$ cat src/rtl/cache_mem_arbiter.sv
// Shares one memory refill/writeback port between the icache and the dcache, one line transfer at a time.
// Optional macro ARB_ROUND_ROBIN_EN: alternate tie-breaks; when undefined the dcache wins every tie.
module cache_mem_arbiter #(
  parameter int ADDR_W = 32,
  parameter int LINE_W = 128
) (
  input  logic              clk_i,
  input  logic              rst_i,
  input  logic              icache2arb_req_i,
  input  logic              icache2arb_kill_i,
  input  logic [ADDR_W-1:0] icache2arb_addr_i,
  output logic              arb2icache_ack_o,
  output logic [LINE_W-1:0] arb2icache_data_o,
  input  logic              dcache2arb_req_i,
  input  logic              dcache2arb_we_i,
  input  logic [ADDR_W-1:0] dcache2arb_addr_i,
  input  logic [LINE_W-1:0] dcache2arb_wdata_i,
  output logic              arb2dcache_ack_o,
  output logic [LINE_W-1:0] arb2dcache_data_o,
  output logic              arb2mem_req_o,
  output logic              arb2mem_we_o,
  output logic [ADDR_W-1:0] arb2mem_addr_o,
  output logic [LINE_W-1:0] arb2mem_wdata_o,
  input  logic              mem2arb_ack_i,
  input  logic [LINE_W-1:0] mem2arb_data_i
);

  typedef enum logic [1:0] {IDLE, ICACHE_XFER, DCACHE_XFER, DRAIN} state_t;

  state_t            state_reg, state_next;
  logic [ADDR_W-1:0] mem_addr_reg;
  logic              mem_we_reg;
  logic [LINE_W-1:0] mem_wdata_reg;
  logic              icache_ack_reg, icache_ack_next;
  logic              dcache_ack_reg, dcache_ack_next;
  logic [LINE_W-1:0] icache_data_reg, dcache_data_reg;
  logic              grant_i, grant_d;
  logic              icache_elig, dcache_elig, icache_drop, icache_wins_tie;

  assign icache_elig = icache2arb_req_i & ~icache2arb_kill_i;
  assign dcache_elig = dcache2arb_req_i;
  // Dropping the request mid-transfer is handled exactly like an explicit kill.
  assign icache_drop = icache2arb_kill_i | ~icache2arb_req_i;

`ifdef ARB_ROUND_ROBIN_EN
  logic last_grant_d_reg;

  always_ff @(posedge clk_i) begin
    if (rst_i) begin
      last_grant_d_reg <= 1'b1;
    end else if (grant_i | grant_d) begin
      last_grant_d_reg <= grant_d;
    end
  end

  assign icache_wins_tie = last_grant_d_reg;
`else
  assign icache_wins_tie = 1'b0;
`endif

  always_comb begin
    state_next      = state_reg;
    grant_i         = 1'b0;
    grant_d         = 1'b0;
    icache_ack_next = 1'b0;
    dcache_ack_next = 1'b0;
    case (state_reg)
      IDLE: begin
        if (icache_elig && (!dcache_elig || icache_wins_tie)) begin
          grant_i    = 1'b1;
          state_next = ICACHE_XFER;
        end else if (dcache_elig) begin
          grant_d    = 1'b1;
          state_next = DCACHE_XFER;
        end
      end
      ICACHE_XFER: begin
        if (icache_drop) begin
          state_next = mem2arb_ack_i ? IDLE : DRAIN;
        end else if (mem2arb_ack_i) begin
          icache_ack_next = 1'b1;
          state_next      = IDLE;
        end
      end
      DCACHE_XFER: begin
        if (mem2arb_ack_i) begin
          dcache_ack_next = 1'b1;
          state_next      = IDLE;
        end
      end
      DRAIN: begin
        // Memory cannot abort; wait out the abandoned read and drop its data.
        if (mem2arb_ack_i) begin
          state_next = IDLE;
        end
      end
      default: state_next = IDLE;
    endcase
  end

  always_ff @(posedge clk_i) begin
    if (rst_i) begin
      state_reg       <= IDLE;
      mem_addr_reg    <= '0;
      mem_we_reg      <= 1'b0;
      mem_wdata_reg   <= '0;
      icache_ack_reg  <= 1'b0;
      dcache_ack_reg  <= 1'b0;
      icache_data_reg <= '0;
      dcache_data_reg <= '0;
    end else begin
      state_reg      <= state_next;
      icache_ack_reg <= icache_ack_next;
      dcache_ack_reg <= dcache_ack_next;
      if (grant_i) begin
        mem_addr_reg  <= icache2arb_addr_i;
        mem_we_reg    <= 1'b0;
        mem_wdata_reg <= '0;
      end else if (grant_d) begin
        mem_addr_reg  <= dcache2arb_addr_i;
        mem_we_reg    <= dcache2arb_we_i;
        mem_wdata_reg <= dcache2arb_wdata_i;
      end
      if (icache_ack_next) begin
        icache_data_reg <= mem2arb_data_i;
      end
      // Writebacks complete without touching the dcache read-data output.
      if (dcache_ack_next && !mem_we_reg) begin
        dcache_data_reg <= mem2arb_data_i;
      end
    end
  end

  assign arb2mem_req_o     = (state_reg != IDLE);
  assign arb2mem_we_o      = mem_we_reg;
  assign arb2mem_addr_o    = mem_addr_reg;
  assign arb2mem_wdata_o   = mem_wdata_reg;
  assign arb2icache_ack_o  = icache_ack_reg;
  assign arb2icache_data_o = icache_data_reg;
  assign arb2dcache_ack_o  = dcache_ack_reg;
  assign arb2dcache_data_o = dcache_data_reg;

endmodule

$ cat config.mk
export PLATFORM = sky130hd
export DESIGN_NAME = cache_mem_arbiter
export DESIGN_NICKNAME = d
export VERILOG_FILES = /design/src/rtl/cache_mem_arbiter.sv
export SDC_FILE = /design/constraint.sdc
export NUM_CORES = 1
export LEC_CHECK = 0
export BUFFER_PORTS_ARGS = -buffer_cell sky130_fd_sc_hd__buf_2
export CORE_AREA = 3 3 292 294
export DETAILED_ROUTE_END_ITERATION = 8
export DIE_AREA = 0 0 295 297
export GPL_TIMING_DRIVEN = 0
export PLACE_DENSITY = 0.4
export SETUP_SLACK_MARGIN = 0.2
export SYNTH_ARGS = -nofsm -noshare
export SYNTH_HDL_FRONTEND = slang
export SYNTH_SLANG_ARGS = --single-unit
$ cat constraint.sdc
create_clock -name clk_i -period 1.95 [get_ports clk_i]
set_clock_uncertainty 0.15 [all_clocks]
set_input_delay 0.585 -clock clk_i [delete_from_list [all_inputs] [get_ports clk_i]]
set_output_delay 0.585 -clock clk_i [all_outputs]
set_load 0.03 [all_outputs]
; ---- After elaboration in Yosys (flattened, before gate mapping)
; Cells that the tools add are included.
; W data, S select, Z words.
[totals]
reg_bits = 421
[op_classes]
n_eq_ne = 4
n_reduce_logical = 9
muxes = 17
n_bitwise = 4
[op_table]
columns = cell, n
row1 = $mux W32, 2
row2 = $mux W2, 5
row3 = $mux W1, 9
row4 = $pmux W2 S3, 1
row5 = $eq A2 B2 Y1 const B, 2
row6 = $reduce_bool A2 Y1, 2
row7 = $reduce_or A2 Y1, 2
row8 = $ne A3 B3 Y1 const B, 1
row9 = $eq A2 B1 Y1 const B, 1
row10 = $logic_and A1 B1 Y1, 2
row11 = $logic_not A1 Y1, 2
row12 = $logic_not A2 Y1, 1
row13 = $not A1 Y1, 2
row14 = $and A1 B1 Y1, 1
row15 = $or A1 B1 Y1, 1

; ---- Depth between registers and ports, before layout
; Gate-level depths: netlist of the first run.
[depth]
depth_word = 7
depth_mapped = 7

; ---- Least setup slack after synthesis of the first run
; OpenSTA, ideal clock, no wires.
[synth_timing]
kind = input -> register
startpoint = in rst_i
endpoint = reg mem_wdata_reg[27] (netlist: arb2mem_wdata_o[27])
slack_ns = 0.115
path_stages = 6
t_arrival_ns = 1.553
setup_ns = 0.132
path_cell_list = buf_2 buf_2 a21o_1 buf_2 buf_1 a21oi_1
[synth_via]
elab_chain_cells = 1
[synth_rtl]
columns = element, line_no
row1 = "start, declared", 8  ; input logic rst_i,
row2 = $reduce_or A2 Y1 (no source line), n/a
row3 = "end signal, assigned", 122  ; mem_wdata_reg <= dcache2arb_wdata_i;
row4 = "end, declared", 33  ; logic [LINE_W-1:0] mem_wdata_reg;
; Every way passes these cells.
; A chain may end at the register's enable or synchronous reset.

; ---- Worst setup path after layout of the first run
[layout_timing]
startpoint = reg state_reg[1]
endpoint = out arb2mem_req_o
[layout_via]
elab_chain_cells = 1
[layout_rtl]
columns = element, line_no
row1 = "start, declared", 30  ; state_t state_reg, state_next;
row2 = "start signal, assigned", 112  ; state_reg <= state_next;
row3 = $reduce_bool A2 Y1, 134  ; assign arb2mem_req_o = (state_reg != IDLE);
row4 = "end, declared", 20  ; output logic arb2mem_req_o,
; Every way passes these cells.

==> metrics.txt, run 1 <==
status finished with violations; failing checks setup timing; crit share post-route 106.8%; CTS tree built; io pins 747; CTS max path bufs 3; grt ovf 0; RePlAce Congestion a little over 0.8; CTS buffer count 52; Top FF cell, synth dfxtp_1; CTS sink cnt 421; CP dominant cell by count buf_6; vias 16120; fin nets 3074; Critical-path top delay cell dfxtp_1; min Tclk post-route 2.084 ns; vias in the first global route ~17000; starting density of the core about a fifth; max_slew headroom roughly three fifths; P&R area growth vs syn 75.90%; delay-heaviest family, CP buffers and inverters; Gate Count Post-Synth 1804; final worst setup slack -0.1336 ns; WL/cell 19.61 microns; Max rail drop VDD 0.5574 mV; Pleak approximately 12 nW; Crit Path Category flip-flop to output pin; Avg Inst Size Synth 8.881 sq um; clock root cell clkbuf_16; cell area after layout 0.02818 sq mm; pwr dens 836.6 mW/mm^2; worst path bufs/invs 3; first drt pass iteration count 5; Residual DRC 0; Routed WL approximately 76000 microns; Mapped Area 0.01602 sq mm; Post-DP Area around 0.021 sq mm; DIE AREA 0.08762 sq mm; ys async rst share 0%; Worst Hold Class primary input to flip-flop; gr usage total 16.13%; htree depth 2; Crit. End Element output pin; Synth Warn # 0; num rows 106; number of max-cap violations 0; sequential-to-total area share from yosys stat roughly 53%; Skew-Pair Late Insertion Delay 0.57 ns; Final Hold Slack 0.08207 ns; EDFF count, synth 0; FILL cells 8634; Die W ~300 microns; Worst Hold Depth 3; share of cells above drive strength 1 between 50 and 60%; Critical Path AT 1.35 ns; # port buffers 745; chip height approximately 300 microns; Max FO, Critical Path 4; Final Setup Violations 31; r2r setup slk -0.12 ns; Least-Margin Pin Slew slightly above 0.6 ns; Via density 4.157; fmax 479.9 MHz; unrepaired setup endpoints after global routing true; antenna viol nets, final 0; Worst EP required 1.21 ns; Worst path depth 4; Synth Register Bits 421; initial antenna violation count 14; critical path launch point type flip-flop; final hold violations 0; Worst Reg-to-Reg Cells 10; Core Box Area between 0.08 and 0.09 sq mm; largest net degree at the start of global routing 14; CTS Hold Buffers Added 0; largest stage delay on the critical path 0.30 ns; Post-DP HPWL 56440 microns; Net Count, Synth 2131; crit-path cells buf_6 -> nor2_4 -> inv_2 -> buf_6; unique cell type count in the Yosys netlist 30; DRT iter0 DRCs 597; clock slew at reported path FFs roughly 0.060 ns; first-pass GRT wire length roughly 110000 microns; max-slew violation count 0
synthesized netlist by cell type, drive strengths merged, types with 2 or more instances:
cell	instances	area, sq um
nand2b	257	1608
nor4	2	27.53
a21oi	259	1296
nor2	3	18.77
nand2	516	1937
a221o	32	320.3
clkbuf	60	225.2
dfxtp	421	8428
nor3	2	15.01
mux2i	128	1281
nor3b	2	20.02
buf	80	549.3
and2	32	200.2
final cells by class:
cell class,count,area [sq um],area share [%]
diodes,11,27.53,0.09767
plain buffers,140,1255,4.453
clock buffers,83,1630,5.785
clock inverters,12,198.9,0.7059
inverters,1,3.754,0.01332
multi-input cells,1242,7557,26.82
flip-flops and latches,421,8807,31.25
well taps,1080,1351,4.795
repair buffers,889,7351,26.08
kinds of logic after synthesis:
logic type	count (synthesis)	share of synthesized area (%)
simple gates	820	24.31
flops	421	52.60
compound gates	294	10.23
buf+inv	141	4.858
mux	128	7.997
layout by cell type (no fill, tap or decap), types with 69 or more instances in the layout:
cell and n:
buf_2 467, nand2_1 412, buf_6 316, dfxtp_2 291, nand2b_1 257, a21oi_1 196
mux2i_1 126, dfxtp_1 126, buf_4 115, clkbuf_16 69
what timing repair did:
item                       4_1_cts  5_1_grt
setup buffers                   89       27
cloned                          14       14
pin swaps                      175       14
setup endpoints to repair      838      828
resized for setup             1122      217
per-stage QoR:
step                      setup WS (ns)  total power, mW  setup TNS [ns]  util (%)  std cells
after floorplan                  0.1182            11.03               0         -       1804
after global placement          -0.8409            12.30         -239.05     25.39       3629
after detailed placement        -0.8829            12.33         -251.16     25.39       3629
after CTS                       -0.2005            23.76          -2.338     32.52       3827
after global routing            -0.2177            24.57          -6.832     33.88       3877
final                           -0.1336            23.58          -2.149     33.89       3879
layer usage:
layer | wire, microns | up-vias | GRT usage, %
met4 | 2354 | 2 | 6.000
met1 | 29340 | 7695 | 17.78
met3 | 4965 | 128 | 4.211
li1 | - | 7796 | -
met2 | 39400 | 503 | 29.44
met5 | 13 | - | 0
final timing paths:
kind	start	to
worst max-delay path	state_reg[1]	arb2mem_req_o
worst min-delay path	dcache2arb_wdata_i[34]	arb2mem_wdata_o[34]
worst min register to register	arb2dcache_data_o[112]	arb2dcache_data_o[112]
worst max register to register	state_reg[1]	arb2mem_wdata_o[20]
where the power goes:
group          total (mW)  internal, mW  switching [mW]
Clock                10.3          6.35            3.90
Sequential           9.27          9.01           0.264
Combinational        4.05          1.79            2.26
Total                23.6          17.2            6.43
tightest hold or removal path, stage by stage:
cell	delay, ns
buf_2	0.09
nand2_1	0.04
a21oi_1	0.05
(Power assumes the default switching activity.)
==> inputs of run 2 (changes only) <==
Settings changed: PLACE_DENSITY 0.4 to 0.39.
==> run 2 against run 1 <==
The flow still finishes with violations (setup timing). Maximum frequency rose by 0.53%. Wire length fell by 4.6%. Cell count fell by 3.1%. Via count fell by 4.3%. Die area did not move. Flip-flop and latch count did not move. Design area fell by 15%. Combinational power fell by 23%. Critical path type unchanged. Critical endpoint unchanged.
==> metrics.txt, run 2 (synthesis gave the netlist of run 1 again) <==
status finished with violations; failing checks setup timing; number of max-cap violations 0 (unchanged); Worst Hold Class primary input to flip-flop; fin nets 2951 (-4.0%); clock slew at reported path FFs 0.06 ns (about the same); initial antenna violation count 19 (+5); share of cells above drive strength 1 39.17% (-17 points); Final Setup Violations 1 (-97%); hold path start icache2arb_addr_i[12]; Final Hold Slack 0.07647 ns (-0.005597 ns); Routed WL 72580 microns (-4.6%); Least-Margin Pin Slew 0.5724 ns (-0.03758 ns); min Tclk post-route 2.073 ns (-0.01095 ns); Via density 4.105 (-1.2%); Max rail drop VDD 0.5874 mV (+5.4%); final worst setup slack -0.1226 ns (+0.01095 ns); Core Box Area 0.08316 sq mm (unchanged); Inst Count DP 3629 (unchanged); htree depth 2 (unchanged); Skew-Pair Late Insertion Delay 0.59 ns (+0.02 ns); pwr dens 938.5 mW/mm^2 (+12%); Critical Path AT 1.34 ns (about the same); Residual DRC 0 (unchanged); post-layout util 28.79% (-5.1 points); Worst Reg-to-Reg Cells 8 (-2); most frequent cells in the layout 704 x buf_2, 515 x nand2_1, 351 x dfxtp_1, 259 x a21oi_1, 257 x nand2b_1; CTS tree built; FILL cells 9010 (+4.4%); unrepaired setup endpoints after global routing true; io pins 747 (unchanged); Worst EP required 1.21 ns (about the same); crit share post-route 106.3% (-0.56 points); chip height 297 microns (unchanged); Post-DP HPWL 57210 microns (+1.4%); cell area after layout 0.02394 sq mm (-15%); RePlAce Congestion 0.8612 (+3.5%); fmax 482.5 MHz (+0.53%); final hold violations 0 (unchanged); vias in the first global route 15930 (-5.2%); clock root cell clkbuf_16; Crit Path Category flip-flop to output pin; total chip power 22.47 mW (-4.7%); RR Endpoint arb2mem_addr_o[10]; first drt pass iteration count 6 (+1); antenna viol nets, final 0 (unchanged); CTS buffer count 53 (+1.9%); # port buffers 745 (unchanged); r2r startpoint state_reg[1]; num rows 106 (unchanged); Max FO, Critical Path 5 (+1); worst setup path endpoint arb2mem_req_o; DIE AREA 0.08762 sq mm (unchanged); first-pass GRT wire length 105100 microns (-2.3%); Crit. End Element output pin; Post-DP Area 0.02111 sq mm (unchanged); Setup TNS -0.1226 ns (+2.026 ns); max_slew headroom 61.84% (+2.5 points); P&R area growth vs syn 49.44%; CTS max path bufs 3 (unchanged); worst setup path startpoint state_reg[1]; vias 15430 (-4.3%); pre-CTS WS -0.8568 ns (+0.02620 ns); WL/cell 19.31 microns (-1.5%); Die W 295 microns (unchanged); CTS sink cnt 421 (unchanged); critical path launch point type flip-flop; grt ovf 0 (unchanged); DRT iter0 DRCs 604 (+1.2%); max-slew violation count 0 (unchanged); r2r setup slk 0.07 ns (+0.19 ns); commonest non-fill, non-tap cell in the layout buf_2; fin cells 3758 (-3.1%); largest net degree at the start of global routing 14 (unchanged); starting density of the core 19.27% (unchanged); gr usage total 15.81% (-0.32 points); Pleak 10.47 nW (-13%)
-- run 2: cell types whose count changed in the layout (fill, tap and decap cells not counted), sizes merged --
cell,delta
buf,-111
bufinv,-2
clkbuf,-14
clkinv,+4
clkinvlp,+1
diode,-1
inv,+2
-- run 2: report_power, final --
part / leakage [nW] / total, mW / internal, mW / switching, mW
sequential: 3.46 / 9.17 / 8.97 / 0.199
combinational: 6.12 / 3.12 / 1.11 / 2.01
clock: 0.891 / 10.2 / 6.13 / 4.05
-- run 2: how the worst min path moves through the flow --
| stage | endpoint | slack, ns | cells past startpoint |
|---|---|---|---|
| floorplan | arb2dcache_ack_o | 0.41 | 2 |
| global placement | arb2mem_wdata_o[82] | 0.29 | 2 |
| detailed placement | arb2dcache_data_o[4] | 0.29 | 2 |
| CTS | arb2mem_wdata_o[127] | 0.02 | 3 |
| global route | arb2mem_wdata_o[88] | 0.04 | 3 |
| finish | arb2mem_addr_o[12] | 0.08 | 2 |
-- run 2: final cells by class --
class                      instances  area [sq um]  area share, %
clock inverter                    17         180.2         0.7525
buffer                           140         983.4          4.107
clock buffer                      82          1628          6.799
antenna                           10         25.02         0.1045
inverter                           1         3.754        0.01568
timing repair buffer             765          4397          18.36
tap                             1080          1351          5.644
multi-input combinational       1242          6844          28.58
sequential                       421          8531          35.63
-- run 2: metal layers --
metal	share of wire, %	vias to the layer above	GRT usage [%]
li1	-	7535	-
met1	39	7240	17.30
met2	51	504	28.71
met3	7.1	133	4.808
met4	3.3	16	5.466
met5	0.15	-	0
-- run 2: what timing repair did --
action / in CTS / in global routing
pin swaps: 3 / 2
hold buffers: 0 / 0
setup buffers: 12 / 6
cloned: 0 / 2
setup endpoints to repair: 820 / 815
gates resized for setup: 248 / 96
-- run 2: critical path, cell delays in order (launching register included) --
cell	delay, ns
dfxtp_1	0.30
buf_6	0.13
nor2_4	0.14
inv_2	0.05
buf_6	0.14
